File: src/rtl/mem_arbiter_if.sv
// Bus bundle between the CPU/loader requesters, the arbiter and the memory macro.
// With ARB_LD_LOCK_EN defined, the bundle also carries the loader lock input ld_lock.
interface mem_arbiter_if #(
    parameter int ADDR_W = 16,
    parameter int DATA_W = 16
);
    logic              cpu_req;
    logic              cpu_we;
    logic [ADDR_W-1:0] cpu_addr;
    logic [DATA_W-1:0] cpu_wdata;
    logic              cpu_ack;
    logic [DATA_W-1:0] cpu_rdata;
    logic              ld_req;
    logic              ld_we;
    logic [ADDR_W-1:0] ld_addr;
    logic [DATA_W-1:0] ld_wdata;
    logic              ld_ack;
    logic [DATA_W-1:0] ld_rdata;
    logic              mem_en;
    logic              mem_we;
    logic [ADDR_W-1:0] mem_addr;
    logic [DATA_W-1:0] mem_wdata;
    logic [DATA_W-1:0] mem_rdata;
    logic              busy;
    logic              owner;
`ifdef ARB_LD_LOCK_EN
    logic              ld_lock;
`endif

    // Arbiter side
    modport slave (
        input  cpu_req, cpu_we, cpu_addr, cpu_wdata,
        output cpu_ack, cpu_rdata,
        input  ld_req, ld_we, ld_addr, ld_wdata,
        output ld_ack, ld_rdata,
        output mem_en, mem_we, mem_addr, mem_wdata,
        output busy, owner,
        input  mem_rdata
`ifdef ARB_LD_LOCK_EN
        , input ld_lock
`endif
    );

    // Requester / memory side
    modport master (
        output cpu_req, cpu_we, cpu_addr, cpu_wdata,
        input  cpu_ack, cpu_rdata,
        output ld_req, ld_we, ld_addr, ld_wdata,
        input  ld_ack, ld_rdata,
        input  mem_en, mem_we, mem_addr, mem_wdata,
        input  busy, owner,
        output mem_rdata
`ifdef ARB_LD_LOCK_EN
        , output ld_lock
`endif
    );
endinterface

File: src/rtl/mem_arbiter.sv
// Round-robin arbiter sharing one single-port memory between the CPU and the loader.
// Optional ARB_LD_LOCK_EN: bus.ld_lock holds the CPU off and hands every decision to the loader.
module mem_arbiter #(
    parameter int ADDR_W  = 16,
    parameter int DATA_W  = 16,
    parameter int MEM_LAT = 1
) (
    input  logic         CLK,
    input  logic         Reset,
    mem_arbiter_if.slave bus
);
    typedef enum logic [1:0] {
        IDLE  = 2'd0,
        ISSUE = 2'd1,
        WAIT  = 2'd2,
        DONE  = 2'd3
    } state_t;

    localparam logic [2:0] LAT_INIT = 3'(MEM_LAT);

    state_t            state_r;
    logic              last_owner_r;
    logic              owner_r;
    logic              we_r;
    logic [2:0]        cnt_r;
    logic              mem_en_r;
    logic              mem_we_r;
    logic [ADDR_W-1:0] mem_addr_r;
    logic [DATA_W-1:0] mem_wdata_r;
    logic              cpu_ack_r;
    logic              ld_ack_r;
    logic [DATA_W-1:0] cpu_rdata_r;
    logic [DATA_W-1:0] ld_rdata_r;
    logic              busy_r;

    logic              cpu_ok_s;
    logic              ld_ok_s;
    logic              grant_s;
    logic              grant_ld_s;
    logic              sel_we_s;
    logic [ADDR_W-1:0] sel_addr_s;
    logic [DATA_W-1:0] sel_wdata_s;

    // Qualify requests and pick the winner of the next IDLE decision
    always_comb begin
`ifdef ARB_LD_LOCK_EN
        if (bus.ld_lock) begin
            cpu_ok_s = 1'b0;
        end else begin
            cpu_ok_s = bus.cpu_req;
        end
`else
        cpu_ok_s = bus.cpu_req;
`endif
        ld_ok_s = bus.ld_req;
        grant_s = cpu_ok_s | ld_ok_s;
        if (cpu_ok_s && ld_ok_s) begin
            grant_ld_s = ~last_owner_r;
        end else begin
            grant_ld_s = ld_ok_s;
        end
        if (grant_ld_s) begin
            sel_we_s    = bus.ld_we;
            sel_addr_s  = bus.ld_addr;
            sel_wdata_s = bus.ld_wdata;
        end else begin
            sel_we_s    = bus.cpu_we;
            sel_addr_s  = bus.cpu_addr;
            sel_wdata_s = bus.cpu_wdata;
        end
    end

    // Transaction sequencer; every bus output is a register updated here
    always_ff @(posedge CLK or posedge Reset) begin
        if (Reset) begin
            state_r      <= IDLE;
            last_owner_r <= 1'b1;
            owner_r      <= 1'b0;
            we_r         <= 1'b0;
            cnt_r        <= 3'd0;
            mem_en_r     <= 1'b0;
            mem_we_r     <= 1'b0;
            mem_addr_r   <= {ADDR_W{1'b0}};
            mem_wdata_r  <= {DATA_W{1'b0}};
            cpu_ack_r    <= 1'b0;
            ld_ack_r     <= 1'b0;
            cpu_rdata_r  <= {DATA_W{1'b0}};
            ld_rdata_r   <= {DATA_W{1'b0}};
            busy_r       <= 1'b0;
        end else begin
            case (state_r)
                IDLE: begin
                    if (grant_s) begin
                        state_r     <= ISSUE;
                        owner_r     <= grant_ld_s;
                        we_r        <= sel_we_s;
                        mem_en_r    <= 1'b1;
                        mem_we_r    <= sel_we_s;
                        mem_addr_r  <= sel_addr_s;
                        mem_wdata_r <= sel_wdata_s;
                        busy_r      <= 1'b1;
                    end
                end
                ISSUE: begin
                    mem_en_r <= 1'b0;
                    mem_we_r <= 1'b0;
                    if (we_r) begin
                        state_r <= DONE;
                        if (owner_r) ld_ack_r <= 1'b1;
                        else         cpu_ack_r <= 1'b1;
                    end else begin
                        cnt_r   <= LAT_INIT;
                        state_r <= WAIT;
                    end
                end
                WAIT: begin
                    // Data is valid in the last WAIT cycle: MEM_LAT cycles after ISSUE
                    if (cnt_r <= 3'd1) begin
                        state_r <= DONE;
                        if (owner_r) begin
                            ld_rdata_r <= bus.mem_rdata;
                            ld_ack_r   <= 1'b1;
                        end else begin
                            cpu_rdata_r <= bus.mem_rdata;
                            cpu_ack_r   <= 1'b1;
                        end
                    end else begin
                        cnt_r <= cnt_r - 3'd1;
                    end
                end
                DONE: begin
                    cpu_ack_r    <= 1'b0;
                    ld_ack_r     <= 1'b0;
                    busy_r       <= 1'b0;
                    last_owner_r <= owner_r;
                    state_r      <= IDLE;
                end
                default: begin
                    state_r   <= IDLE;
                    mem_en_r  <= 1'b0;
                    mem_we_r  <= 1'b0;
                    cpu_ack_r <= 1'b0;
                    ld_ack_r  <= 1'b0;
                    busy_r    <= 1'b0;
                end
            endcase
        end
    end

    assign bus.mem_en    = mem_en_r;
    assign bus.mem_we    = mem_we_r;
    assign bus.mem_addr  = mem_addr_r;
    assign bus.mem_wdata = mem_wdata_r;
    assign bus.cpu_ack   = cpu_ack_r;
    assign bus.ld_ack    = ld_ack_r;
    assign bus.cpu_rdata = cpu_rdata_r;
    assign bus.ld_rdata  = ld_rdata_r;
    assign bus.busy      = busy_r;
    assign bus.owner     = owner_r;
endmodule

File: src/flat_wrapper.sv
// flat-port wrapper written by rule: the top's interface ports become plain ports
module mem_arbiter_flat 
#(
    parameter int ADDR_W  = 16,
    parameter int DATA_W  = 16,
    parameter int MEM_LAT = 1
)
  (CLK, Reset, bus_cpu_req, bus_cpu_we, bus_cpu_addr, bus_cpu_wdata, bus_cpu_ack, bus_cpu_rdata, bus_ld_req, bus_ld_we, bus_ld_addr, bus_ld_wdata, bus_ld_ack, bus_ld_rdata, bus_mem_en, bus_mem_we, bus_mem_addr, bus_mem_wdata, bus_busy, bus_owner, bus_mem_rdata);
  mem_arbiter_if #(.ADDR_W(ADDR_W), .DATA_W(DATA_W)) bus_i ();
  input  logic CLK;
  input  logic Reset;
  input wire logic [$bits(bus_i.cpu_req)-1:0] bus_cpu_req;
  input wire logic [$bits(bus_i.cpu_we)-1:0] bus_cpu_we;
  input wire logic [$bits(bus_i.cpu_addr)-1:0] bus_cpu_addr;
  input wire logic [$bits(bus_i.cpu_wdata)-1:0] bus_cpu_wdata;
  output wire logic [$bits(bus_i.cpu_ack)-1:0] bus_cpu_ack;
  output wire logic [$bits(bus_i.cpu_rdata)-1:0] bus_cpu_rdata;
  input wire logic [$bits(bus_i.ld_req)-1:0] bus_ld_req;
  input wire logic [$bits(bus_i.ld_we)-1:0] bus_ld_we;
  input wire logic [$bits(bus_i.ld_addr)-1:0] bus_ld_addr;
  input wire logic [$bits(bus_i.ld_wdata)-1:0] bus_ld_wdata;
  output wire logic [$bits(bus_i.ld_ack)-1:0] bus_ld_ack;
  output wire logic [$bits(bus_i.ld_rdata)-1:0] bus_ld_rdata;
  output wire logic [$bits(bus_i.mem_en)-1:0] bus_mem_en;
  output wire logic [$bits(bus_i.mem_we)-1:0] bus_mem_we;
  output wire logic [$bits(bus_i.mem_addr)-1:0] bus_mem_addr;
  output wire logic [$bits(bus_i.mem_wdata)-1:0] bus_mem_wdata;
  output wire logic [$bits(bus_i.busy)-1:0] bus_busy;
  output wire logic [$bits(bus_i.owner)-1:0] bus_owner;
  input wire logic [$bits(bus_i.mem_rdata)-1:0] bus_mem_rdata;
  assign bus_i.cpu_req = bus_cpu_req;
  assign bus_i.cpu_we = bus_cpu_we;
  assign bus_i.cpu_addr = bus_cpu_addr;
  assign bus_i.cpu_wdata = bus_cpu_wdata;
  assign bus_cpu_ack = bus_i.cpu_ack;
  assign bus_cpu_rdata = bus_i.cpu_rdata;
  assign bus_i.ld_req = bus_ld_req;
  assign bus_i.ld_we = bus_ld_we;
  assign bus_i.ld_addr = bus_ld_addr;
  assign bus_i.ld_wdata = bus_ld_wdata;
  assign bus_ld_ack = bus_i.ld_ack;
  assign bus_ld_rdata = bus_i.ld_rdata;
  assign bus_mem_en = bus_i.mem_en;
  assign bus_mem_we = bus_i.mem_we;
  assign bus_mem_addr = bus_i.mem_addr;
  assign bus_mem_wdata = bus_i.mem_wdata;
  assign bus_busy = bus_i.busy;
  assign bus_owner = bus_i.owner;
  assign bus_i.mem_rdata = bus_mem_rdata;
  mem_arbiter #(.ADDR_W(ADDR_W), .DATA_W(DATA_W), .MEM_LAT(MEM_LAT)) u_core (.CLK(CLK), .Reset(Reset), .bus(bus_i));
endmodule
File: config.mk
export PLATFORM = sky130hd
export DESIGN_NAME = mem_arbiter_flat
export DESIGN_NICKNAME = d
export VERILOG_FILES = /design/src/rtl/mem_arbiter_if.sv /design/src/rtl/mem_arbiter.sv /design/src/flat_wrapper.sv
export SDC_FILE = /design/constraint.sdc
export NUM_CORES = 1
export LEC_CHECK = 0
export ABC_AREA = 1
export ABC_CLOCK_PERIOD_IN_PS = 2000
export CORE_MARGIN = 8
export CORE_UTILIZATION = 38
export CTS_CLUSTER_DIAMETER = 80
export CTS_CLUSTER_SIZE = 25
export DETAILED_ROUTE_END_ITERATION = 8
export GPL_ROUTABILITY_DRIVEN = 0
export PLACE_DENSITY = 0.8
export SLEW_MARGIN = 20
export SYNTH_ARGS = -nofsm -noshare
export SYNTH_HDL_FRONTEND = slang
export SYNTH_SLANG_ARGS = --single-unit
File: constraint.sdc
create_clock -name CLK -period 2 [get_ports CLK]
set_input_delay 0.2 -clock CLK [delete_from_list [all_inputs] [get_ports CLK]]
set_output_delay 0.2 -clock CLK [all_outputs]
set_load 0.03 [all_outputs]
---- Word level (Yosys, flattened, before mapping) ----
Cells that the tools add are included.
operators by class
  add/subtract/negate cells ............... 1
  magnitude comparators ................... 1
  equal/unequal tests ..................... 8
  multiplexer cells ....................... 24
  bitwise logic cells ..................... 3
  reductions and logical operators ........ 14
operators with widths
  kind                                                                   number
  16-bit 2-to-1 mux                                                      2
  3-bit AND reduction                                                    4
  1-bit 2-to-1 mux                                                       11
  2-bit case mux with 4 select lines                                     1
  2-bit AND reduction                                                    4
  3-bit 2-to-1 mux                                                       2
  2-bit by 1-bit != test with 1-bit output, second input constant        3
  1-bit case mux with 2 select lines                                     3
  1-bit case mux with 3 select lines                                     2
  3-bit case mux with 2 select lines                                     1
  2-bit nonzero test                                                     3
  2-bit equality test, second input constant                             2
  2-bit 2-to-1 mux                                                       2
  2-bit != test, second input constant                                   2
  3-bit by 1-bit <= comparator with 1-bit output, second input constant  1
  3-bit nonzero test                                                     1
  3-bit by 1-bit subtractor with 3-bit output, second input constant     1
  2-bit by 1-bit equality test with 1-bit output, second input constant  1
  2-bit zero test                                                        1
  1-bit NOT                                                              2
  1-bit logical AND                                                      1
  1-bit bitwise OR                                                       1
word-level totals
  flip-flop bits (word level) ............. 77
  input bits .............................. 86

---- Depth between registers and ports, before layout ----
  word-level depth ........................ 5
  depth in mapped cells ................... 9
  mapped depth without buffers ............ 8

---- Worst setup path after synthesis ----
Ideal clock, no wire load.
  kind .................................... register -> register
  start point ............................. register u_core.state_r[0]
  end point ............................... register u_core.mem_we_r (netlist: u_core.bus.mem_we)
  setup time .............................. 0.124 ns
  arrival ................................. 1.307 ns
  data required time ...................... 1.876 ns
  setup slack ............................. 0.569 ns
  cell stages (with the launch flop) ...... 9
  cell sequence ........................... dfrtp_1 -> inv_1 -> ha_1 -> inv_2 -> a21oi_2 -> inv_1 -> buf_2 -> o211ai_1 -> nand2_1
between the ends
  word-level cells in the longest chain between the ends .. 3
  elaborated cells on any way between the ends .. 6
RTL lines
  element                                                                                                 line                text
  start: declaration                                                                                      mem_arbiter.sv:21   state_t state_r;
  start signal: assignment                                                                                mem_arbiter.sv:76   state_r <= IDLE;
  start signal: assignment                                                                                mem_arbiter.sv:94   state_r <= ISSUE;
  start signal: assignment                                                                                mem_arbiter.sv:108  state_r <= DONE;
  2-bit zero test / 2-bit by 1-bit equality test with 1-bit output (equally long branches)                mem_arbiter.sv:91   case (state_r)
  2-bit by 1-bit != test with 1-bit output (no source line) / 2-bit nonzero test (equally long branches)  n/a
  2-bit AND reduction (no source line)                                                                    n/a
  end signal: assignment                                                                                  mem_arbiter.sv:98   mem_we_r <= sel_we_s;
  end: declaration                                                                                        mem_arbiter.sv:27   logic mem_we_r;
Parallel ways exist; a longest one is shown, timed or not.
A chain may end at the register's enable or synchronous reset.

---- Worst setup path in the final report ----
  start point ............................. register u_core.state_r[0]
  end point ............................... register u_core.mem_addr_r[11] (netlist: u_core.bus.mem_addr[11])
between the ends
  word-level cells in the longest chain between the ends .. 2
RTL lines
  element                               line               text
  2-bit zero test                       mem_arbiter.sv:91
  2-bit AND reduction (no source line)  n/a
  end signal: assignment                mem_arbiter.sv:83  mem_addr_r <= {ADDR_W{1'b0}};
  end signal: assignment                mem_arbiter.sv:99  mem_addr_r <= sel_addr_s;
  end: declaration                      mem_arbiter.sv:28  logic [ADDR_W-1:0] mem_addr_r;
Every way passes these cells.

==> flow_summary.toml <==
[critical_path]
critPathMaxStageDelay_ns = 0.44
crit_fanout = 32
cp-end-kind = "flip-flop"
critical_path.cell_chain = "inv_1 -> ha_1 -> inv_2 -> a21oi_2 -> buf_4 -> o21ai_0 -> o21ai_0"
cp_slowest_cell = "dfrtp_1"
critical_path_arrival_ns = 1.99
cpMostUsedCell = "o21ai_0"
crit_type = "reg -> reg"
cp.required_ns = 2.25
crit_path_start_kind = "flip-flop"

[cts]
cts.htree.levels = 3
cts_buffers = 9
postCtsHoldBufs = 0
cts_tree = "yes"
clk_pin_slew_ns = 0.09
clk_latency_ns = 0.34
post_cts_resize_count = 0
clockBufferDepth = 2
cts_setup_buffers = 0
clock_sinks = 77
clockRootBuffer = "clkbuf_8"

[power]
combPwrFrac = 0.555
p_sw_uw = 4320
ir_drop_mv = 0.659
clockPowerShare = 0.149
p_leak_uw = 0.00245
power.internal_uw = 5260
seqPwrFrac = 0.296
switching_share = 0.451
p_per_area_nw_per_um2 = 1810

[outcome]
status = "finished, final reports clean"

[routing]
first_pass_iters = 4
wire_per_inst_um = 16.1
viasPerCell = 4.84
vias = 3260
drtAntennaViolNets = 0
drt_drc_violations_left = 0
routed_wl_um = 10800
drtIter0Drc = 181

[floorplanning]
start_util = 0.394
die_h_um = 111
dieArea_um2 = 12300
core_area_um2 = 8720
die_width_um = 111
io_pins = 156
num_rows = 34

[sta]
rsz0062_at_grt = "no"
finalSetupTns_ns = 0
max_freq_ghz = 0.577
maxSlewHeadroom = 0.641
fin_crit_ns = 1.73
hold_viol = 0
finalSetupViolations = 0
fin_crit_sh = 0.866
skew_ns = 0.00958
slew_violations = 0
worst_pin_slew_ns = 0.538

[synth]
syn_area_um2 = 3430
synth_top_area_frac = 0.554
ys_top_cells_by_area = "dfrtp_1 55%, nand2_1 17%, o21ai_1 6.3%"
ys_seq_area_frac = 0.562
syn_inst = 405
synth.avg_cell_area_um2 = 8.47
synth.distinct_cells = 23
yosys.area.top_type = "dfrtp_1"
syn_nets = 497
yosys_warnings = 0
ys_seq_elements = 77

[global_routing]
grt_use_total = 0.172
grt_use_met1 = 0.201
busiest_layer = "met2"
grt_pass1_vias = 3295
grt_pass1_wl_um = 17400
grtUsageMet2 = 0.301
grt_overflow = 0
antenna_found_initial = 0
grt_max_degree = 78
grtUsageMet3 = 0.0406

[cells_and_area]
fillers = 727
area_growth_pct = 54.6
fin_nets = 652
stdcell_count = 673
n_antenna_cell = 0
drive_gt1_frac = 0.0584

[hold_path]
min_path_type = "in -> async"

[placed_design]
dp.cells = 657
port_buffers = 155
dp.final_hpwl_um = 8100

[flow_run]
cap_violations = 0
## flip-flops by register name (all words and copies together) (netlist names), 2 cells and up
register / count
u_core.bus.cpu_rdata: 16
u_core.bus.mem_addr: 16
u_core.bus.ld_rdata: 16
u_core.cnt_r: 3
u_core.state_r: 2
u_core.bus.mem_wdata: 16
## power by group through the flow
| stage | Sequential [µW] | Clock, µW | Combinational [µW] |
|---|---|---|---|
| detailed placement | 2860 | 0 | 5360 |
| finish | 2840 | 1430 | 5320 |
| floorplan | 4210 | 0 | 1840 |
| global route | 2930 | 1530 | 5740 |
| global placement | 2820 | 0 | 5210 |
| CTS | 2840 | 1450 | 5380 |
## critical path: cells and delay by family, from the launching register on
kind,cells,cell delay [ns]
AO/OA/AOI/OAI,3,0.47
buffers and inverters,3,0.47
flip-flops,1,0.44
adder cells (fa/ha/maj),1,0.26
## layout make-up
class | instances | area, µm² | share of cell area
Inverter | 23 | 95.1 | 0.0179
Sequential cell | 77 | 1930 | 0.363
Multi-Input combinational cell | 287 | 1290 | 0.243
Clock inverter | 6 | 111 | 0.0210
Timing Repair Buffer | 162 | 1620 | 0.305
Clock buffer | 10 | 128 | 0.0241
Tap cell | 108 | 135 | 0.0255
## logic make-up (layout without fill, tap and decap cells)
group | Yosys count | count (layout) | synth area share
xor gates and xnor gates | 1 | 1 | 0.00255
and+or+nand+nor | 202 | 202 | 0.236
AOI/OAI and AO/OA | 78 | 78 | 0.116
buffers and inverters | 41 | 201 | 0.0620
adders and majority gates | 6 | 6 | 0.0219
DFF | 77 | 77 | 0.562
## placed cells by master (no fill, tap or decap), types with 3 or more instances in the layout
cell             netlist  routed
inv_2                  3       3
o21ai_1               43      43
dfrtp_1               76      76
bufinv_16              0       3
o21ai_0               29      29
clkdlybuf4s50_1        0     155
nand2_1              156     156
nand4_1                3       3
nand3_1                5       5
ha_1                   6       6
inv_1                 18      17
buf_4                  0       6
nor2_1                34      34
clkbuf_8               0       9
## routing by layer
metal / wire [µm] / up-vias
li1: - / 1597
met1: 4510 / 1554
met2: 5650 / 95
met3: 481 / 14
met4: 211 / 0
met5: 0 / -
## path summary, 6_finish.rpt
kind	start	end	slack, ns	cells after the start
setup / recovery	u_core.state_r[0]	u_core.bus.mem_addr[11]	0.27	7
hold / removal	Reset	u_core.bus.cpu_rdata[6]	0.32	3
setup reg to reg	u_core.state_r[0]	u_core.bus.mem_addr[11]	0.27	7
hold reg to reg	u_core.bus.ld_rdata[1]	u_core.bus.ld_rdata[1]	0.48	2
max in group asynchronous	Reset	u_core.last_owner_r	1.31	3
min in group CLK	bus_mem_rdata[15]	u_core.bus.cpu_rdata[15]	0.42	3
## Yosys cell counts
cell type / count
buf_6: 5
o211ai_1: 1
buf_2: 12
ha_1: 6
nand2_1: 156
nand3_4: 2
o22ai_1: 2
clkbuf_2: 1
nor3_1: 1
nand3_1: 5
xor2_1: 1
a21oi_2: 1
o21ai_0: 29
o21ai_1: 43
inv_1: 18
dfrtp_1: 76
inv_2: 3
nor2_1: 34
inv_4: 2
a21oi_1: 2
nand2_4: 1
nand4_1: 3
dfstp_2: 1
## through the flow
stage	hold WS (ns)	area, µm²	power, µW	setup slack, ns	util
detailed placement	0.464	5070	8220	0.271	0.581
finish	0.320	5310	9580	0.268	0.608
CTS	0.338	5310	9670	0.254	0.608
global placement	0.461	5070	8030	0.383	0.581
global route	0.351	5310	10200	0.0887	0.608
floorplan	0.310	3440	6060	0.569	-
Note: power is estimated with default switching activity, not from simulation.
